===== src/rtl/writeback_buffer.sv =====
// writeback_buffer: in-order result FIFO feeding regfile and HI/LO.
// Ports: in_* lanes (valid/ready), rf_* write ports, hilo_*, fwd_*,
// wb_pc, busy. Define WB_FWD_EN to build the forwarding lookup.
module writeback_buffer #(
  parameter int LANES  = 2,
  parameter int WPORTS = 1,
  parameter int DEPTH  = 4
) (
  input  logic                clk,
  input  logic                resetn,
  input  logic [LANES-1:0]    in_valid,
  output logic                in_ready,
  input  logic [LANES-1:0]    in_regwrite,
  input  logic [5*LANES-1:0]  in_writereg,
  input  logic [32*LANES-1:0] in_result,
  input  logic [LANES-1:0]    in_wen_h,
  input  logic [LANES-1:0]    in_wen_l,
  input  logic [32*LANES-1:0] in_hi,
  input  logic [32*LANES-1:0] in_lo,
  input  logic [32*LANES-1:0] in_pc,
  output logic [WPORTS-1:0]   rf_wen,
  output logic [5*WPORTS-1:0] rf_addr,
  output logic [32*WPORTS-1:0] rf_wd,
  output logic                hilo_wen_h,
  output logic                hilo_wen_l,
  output logic [31:0]         hilo_wd_h,
  output logic [31:0]         hilo_wd_l,
  input  logic [9:0]          fwd_addr,
  output logic [1:0]          fwd_hit,
  output logic [63:0]         fwd_data,
  output logic [31:0]         wb_pc,
  output logic                busy
);

  localparam int PW = (DEPTH > 1) ? $clog2(DEPTH) : 1;
  localparam int CW = $clog2(DEPTH + 1);
  localparam logic [CW-1:0] ONE = CW'(1);
  localparam logic [CW-1:0] LIM = CW'(DEPTH - LANES);

  typedef struct packed {
    logic        regwrite;
    logic [4:0]  writereg;
    logic [31:0] result;
    logic        wen_h;
    logic        wen_l;
    logic [31:0] hi;
    logic [31:0] lo;
    logic [31:0] pc;
  } entry_t;

  entry_t           mem [DEPTH];
  logic [PW-1:0]    head;
  logic [PW-1:0]    tail;
  logic [CW-1:0]    count;
  logic [CW-1:0]    n_push;
  logic [CW-1:0]    n_pop;
  entry_t           lane_e [LANES];
  logic [LANES-1:0] wr_en;
  logic [PW-1:0]    wr_idx [LANES];
  logic [31:0]      last_pc;

  function automatic logic [PW-1:0] wrap(
    input logic [PW-1:0] base,
    input int            off
  );
    return PW'((int'(base) + off) % DEPTH);
  endfunction

  assign in_ready = (count <= LIM);
  assign busy     = (count != '0);

  // Valid lanes are packed into consecutive slots from tail.
  always_comb begin
    n_push = '0;
    wr_en  = '0;
    for (int i = 0; i < LANES; i++) begin
      lane_e[i] = '{
        regwrite: in_regwrite[i],
        writereg: in_writereg[i*5 +: 5],
        result:   in_result[i*32 +: 32],
        wen_h:    in_wen_h[i],
        wen_l:    in_wen_l[i],
        hi:       in_hi[i*32 +: 32],
        lo:       in_lo[i*32 +: 32],
        pc:       in_pc[i*32 +: 32]
      };
      wr_idx[i] = wrap(tail, int'(n_push));
      if (in_ready && in_valid[i]) begin
        wr_en[i] = 1'b1;
        n_push   = n_push + ONE;
      end
    end
  end

  always_ff @(posedge clk) begin
    for (int i = 0; i < LANES; i++) begin
      if (wr_en[i]) begin
        mem[wr_idx[i]] <= lane_e[i];
      end
    end
  end

  // Drain oldest-first; HI/LO has a single port, so a second
  // HI/LO writer ends this cycle's drain (and all younger ones).
  always_comb begin
    entry_t e;
    logic   stop;
    logic   hl_used;
    e          = '0;
    stop       = 1'b0;
    hl_used    = 1'b0;
    n_pop      = '0;
    last_pc    = '0;
    rf_wen     = '0;
    rf_addr    = '0;
    rf_wd      = '0;
    hilo_wen_h = 1'b0;
    hilo_wen_l = 1'b0;
    hilo_wd_h  = '0;
    hilo_wd_l  = '0;
    for (int k = 0; k < WPORTS; k++) begin
      e = mem[wrap(head, k)];
      if (CW'(k) >= count) begin
        stop = 1'b1;
      end else if (hl_used && (e.wen_h || e.wen_l)) begin
        stop = 1'b1;
      end
      if (!stop) begin
        n_pop     = n_pop + ONE;
        last_pc   = e.pc;
        rf_wen[k] = e.regwrite && (e.writereg != 5'd0);
        rf_addr[k*5 +: 5]  = e.writereg;
        rf_wd[k*32 +: 32]  = e.result;
        if (e.wen_h || e.wen_l) begin
          hl_used    = 1'b1;
          hilo_wen_h = e.wen_h;
          hilo_wen_l = e.wen_l;
          hilo_wd_h  = e.wen_h ? e.hi : '0;
          hilo_wd_l  = e.wen_l ? e.lo : '0;
        end
      end
    end
  end

  always_ff @(posedge clk or negedge resetn) begin
    if (!resetn) begin
      head  <= '0;
      tail  <= '0;
      count <= '0;
      wb_pc <= 32'hBFC0_0000;
    end else begin
      head  <= wrap(head, int'(n_pop));
      tail  <= wrap(tail, int'(n_push));
      count <= count + n_push - n_pop;
      if (n_pop != '0) begin
        wb_pc <= last_pc;
      end
    end
  end

`ifdef WB_FWD_EN
  // Scan oldest to youngest so the youngest match wins.
  always_comb begin
    entry_t     f;
    logic [4:0] a;
    f        = '0;
    a        = '0;
    fwd_hit  = '0;
    fwd_data = '0;
    for (int q = 0; q < 2; q++) begin
      a = fwd_addr[q*5 +: 5];
      for (int i = 0; i < DEPTH; i++) begin
        f = mem[wrap(head, i)];
        if (CW'(i) < count && f.regwrite &&
            f.writereg == a && a != 5'd0) begin
          fwd_hit[q]            = 1'b1;
          fwd_data[q*32 +: 32]  = f.result;
        end
      end
    end
  end
`else
  logic unused_fwd;
  assign unused_fwd = ^fwd_addr;
  assign fwd_hit    = '0;
  assign fwd_data   = '0;
`endif

endmodule


===== config.mk =====
export PLATFORM = sky130hd
export DESIGN_NAME = writeback_buffer
export DESIGN_NICKNAME = d
export VERILOG_FILES = /design/src/rtl/writeback_buffer.sv
export SDC_FILE = /design/constraint.sdc
export NUM_CORES = 1
export LEC_CHECK = 0
export ABC_CLOCK_PERIOD_IN_PS = 15400
export CORE_MARGIN = 1.5
export CORE_UTILIZATION = 40
export DETAILED_ROUTE_END_ITERATION = 10
export GPL_TIMING_DRIVEN = 0
export HOLD_SLACK_MARGIN = 0.03
export PLACE_DENSITY = 0.61
export SLEW_MARGIN = 40
export SYNTH_ARGS = -nofsm -noshare
export SYNTH_HDL_FRONTEND = slang
export SYNTH_SLANG_ARGS = --single-unit

===== constraint.sdc =====
create_clock -name clk -period 15.4 [get_ports clk]
set_input_delay 3.85 -clock clk [delete_from_list [all_inputs] [get_ports clk]]
set_output_delay 3.85 -clock clk [all_outputs]
set_load 0.02 [all_outputs]

==> impl_metrics.csv <==
group,metric,value,unit
placement,dpl_cell_area,35600,sq um
synthesis,syn_inst,1620,
placement,hpwl,57.1,mm
synthesis,synthXorXnorAreaFrac,0.210,%
cells_and_area,finish.utilization,52.5,%
floorplan,num_rows,98,
power_and_ir_drop,p_clk_share,21.0,%
floorplan,ios,490,
global_routing,grt_pass1_wl,119,mm
floorplan,design.core.area,71900,sq um
cells_and_area,layout-drive-gt1-share,45.3,%
cells_and_area,syn_to_final_growth,29.4,%
synthesis,ys_seq_elements,583,
cells_and_area,layout_commonest_cell,"mux2_2",
synthesis,synth_adder_area_share,0.369,%
placement,io_buffers,413,
power_and_ir_drop,p_leak,0.0134,uW
synthesis,synth_area_leaders,"edfxtp_1 (56%), mux2_2 (22%), mux4_2 (11%), dfrtp_1 (2.6%), buf_4 (1.9%)",
synthesis,synth_top_area_share,56.0,%
cells_and_area,fillCellCount,5936,
worst_setup_path,crit_arrival,3170,ps
min_path,hp-class,"reg2reg",
worst_setup_path,cp-end-kind,"output pin",
worst_setup_path,critPathBufInv,3,
route,dr_total_vias,16900,
worst_setup_path,slowest_delay,620,ps
worst_setup_path,cp_slowest_cell,"clkbuf_1",
power_and_ir_drop,combPwrFrac,45.7,%
clock_tree,cts_hold_buf,0,
synthesis,seq_area_frac_synth,59.4,%
synthesis,synthFlopType,"edfxtp_1",
cells_and_area,final_cell_mix,"mux2_2 (576), edfxtp_1 (544), clkdlybuf4s50_1 (412)",
clock_tree,h-tree-depth,3,
route,vias_per_cell,5.21,
clock_tree,clkLatencyLatePin,590,ps
outcome,status,"complete, no violations",
placement,place_congestion,0.767,
synthesis,async_flop_share,6.69,%
route,drcViolationCount,0,
global_routing,grtUsageTotal,21.6,%
cells_and_area,final_cells,3243,
clock_tree,cts_resized,0,
clock_tree,tritoncts,"done",
sta,worst_pin_slew,835,ps
sta,grt_setup_unrepaired,"no",
synthesis,yosys.area.top_type,"edfxtp_1",
sta,min_period,7020,ps
synthesis,synth-simple-area-share,2.43,%
sta,hold_viol,0,
sta,max_slew_margin,44.3,%
route,wirelength,81.2,mm
clock_tree,cts-root-buf,"clkbuf_16",
floorplan,die_area,74500,sq um
cells_and_area,fin_area,37700,sq um
clock_tree,cts.path.max_buffers,3,
global_routing,gr-total-overflow,0,
power_and_ir_drop,swShare,33.6,%
floorplan,die_height,273,um
sta,final-setup-viol-count,0,
power_and_ir_drop,p_switching,2450,uW
route,antenna_left,0,
clock_tree,cts_inserted_buffers,67,
route,drt_pass1_iterations,5,
worst_setup_path,crit_required,11550,ps
cells_and_area,finalNetCount,2527,
route,drt_iter0_markers,1051,
clock_tree,cts_setup_buffers,0,
worst_setup_path,crit_type,"reg2out",
power_and_ir_drop,irDropWorstVdd,107,uV
global_routing,antenna_found_initial,27,
route,routedWlPerCell,25.0,um
synthesis,synth_area,29100,sq um
power_and_ir_drop,total_power,7290,uW
floorplan,die_w,273,um
global_routing,grt_max_degree,29,
sta,maxSlewViolCount,0,
placement,dp.cells,3114,
sta,fmax,0.143,GHz
sta,final.period_utilization,45.6,%
clock_tree,clk_pin_slew,60,ps
job,drv_cap,0,
power_and_ir_drop,powerDensity,193,nW/um^2
power_and_ir_drop,share_seq_of_total_power,33.3,%
synthesis,synth_top_family_by_area,"multiplexers",
synthesis,synth_enable_flop_cells,544,
worst_setup_path,critPathLaunchType,"register",
synthesis,synth-compound-area-share,0.159,%
floorplan,start_util,40.6,%
sta,hold_slack,505,ps
worst_setup_path,path_delay_family,"buffers and inverters",
synthesis,syn_area_per_cell,18.0,sq um
worst_setup_path,path_cells,"buf_2 > clkbuf_1 > mux4_2 > and3_1 > clkdlybuf4s50_1",
worst_setup_path,critPathMaxFanout,10,
global_routing,grt_pass1_vias,18300,
sta,fin_skew,19.8,ps
synthesis,ys_warn_count,0,
clock_tree,cts_num_sinks,583,
synthesis,synth_cell_types,29,
power_and_ir_drop,p_int,4840,uW
synthesis,muxShareOfSynthArea,32.8,%
## power by group through the flow
stage	combinational (uW)	clock [uW]	sequential, uW
after floorplan	1870	0	2670
after global placement	3160	0	2840
after detailed placement	3380	0	2460
after CTS	3400	1560	2430
after global routing	3540	1620	2470
final	3330	1530	2430
## metrics by stage
step	TNS, ps	setup WS (ps)
after floorplan	0	701
after global placement	-5351970	-10410
after detailed placement	0	7890
after CTS	0	8160
after global routing	0	8220
final	0	8380
## worst register-to-register path, cell delays in order, from the launching register on
cell and delay, ps:
dfrtp_1 430, a21oi_4 260, nand2_1 200, inv_1 130, ha_1 200, xnor2_1 150
nand4b_1 140, buf_2 250, buf_2 280, o31ai_4 200, buf_6 230, buf_4 210
buf_6 180, buf_4 220, buf_4 240, buf_6 190
## registers in the layout, indices dropped and copies added (netlist names)
signal	count
count	3
head	2
mem	544
tail	2
wb_pc	32
## cell usage after synthesis, types with 3 or more instances
master and instances:
nand2_1 4, buf_1 3, xor2_1 3, ha_1 7, and2_1 38, and3_1 64, edfxtp_1 544, inv_1 10
mux2_2 576, dfstp_2 9, mux4_2 136, xnor2_1 4, buf_2 34, buf_4 72, buf_6 44, dfrtp_1 30
clkbuf_1 25
## area by class of cell
class                   instances  area (sq um)  area share (%)
diodes                         15          37.5          0.0995
plain buffers                 178          1310            3.48
flip-flops and latches        583         17300            45.9
clock inverters                29           243           0.643
repair buffers                479          5010            13.3
clock buffers                  85          1810            4.79
multi-input cells             914         10800            28.6
well taps                     950          1190            3.15
inverters                      10          37.5          0.0995
## path summary, 6_finish.rpt
kind / start / to / slack (ps) / depth (start not counted)
min in group asynchronous: resetn / wb_pc[11] / 3120 / 1
setup / recovery: head[1] / hilo_wd_h[0] / 8380 / 5
hold / removal: wb_pc[4] / wb_pc[4] / 510 / 1
max in group asynchronous: resetn / wb_pc[22] / 11760 / 2
hold reg to reg: wb_pc[4] / wb_pc[4] / 510 / 1
setup reg to reg: count[0] / mem[0][48] / 11600 / 15
## logic make-up after synthesis
family | after synthesis
other cells | 1
mux | 712
simple gates | 115
flops | 583
compound gates | 6
xor+xnor | 7
buf+inv | 188
fa+ha+maj | 8
## routing by layer
metal / global-route usage (%) / vias to the layer above / share of wire [%]
li1: - / 7602 / -
met1: 26.6 / 8701 / 40
met2: 36.7 / 478 / 51
met3: 6.19 / 103 / 7.3
met4: 6.53 / 26 / 1.8
met5: 0 / - / 0.21
(Power assumes the default switching activity.)
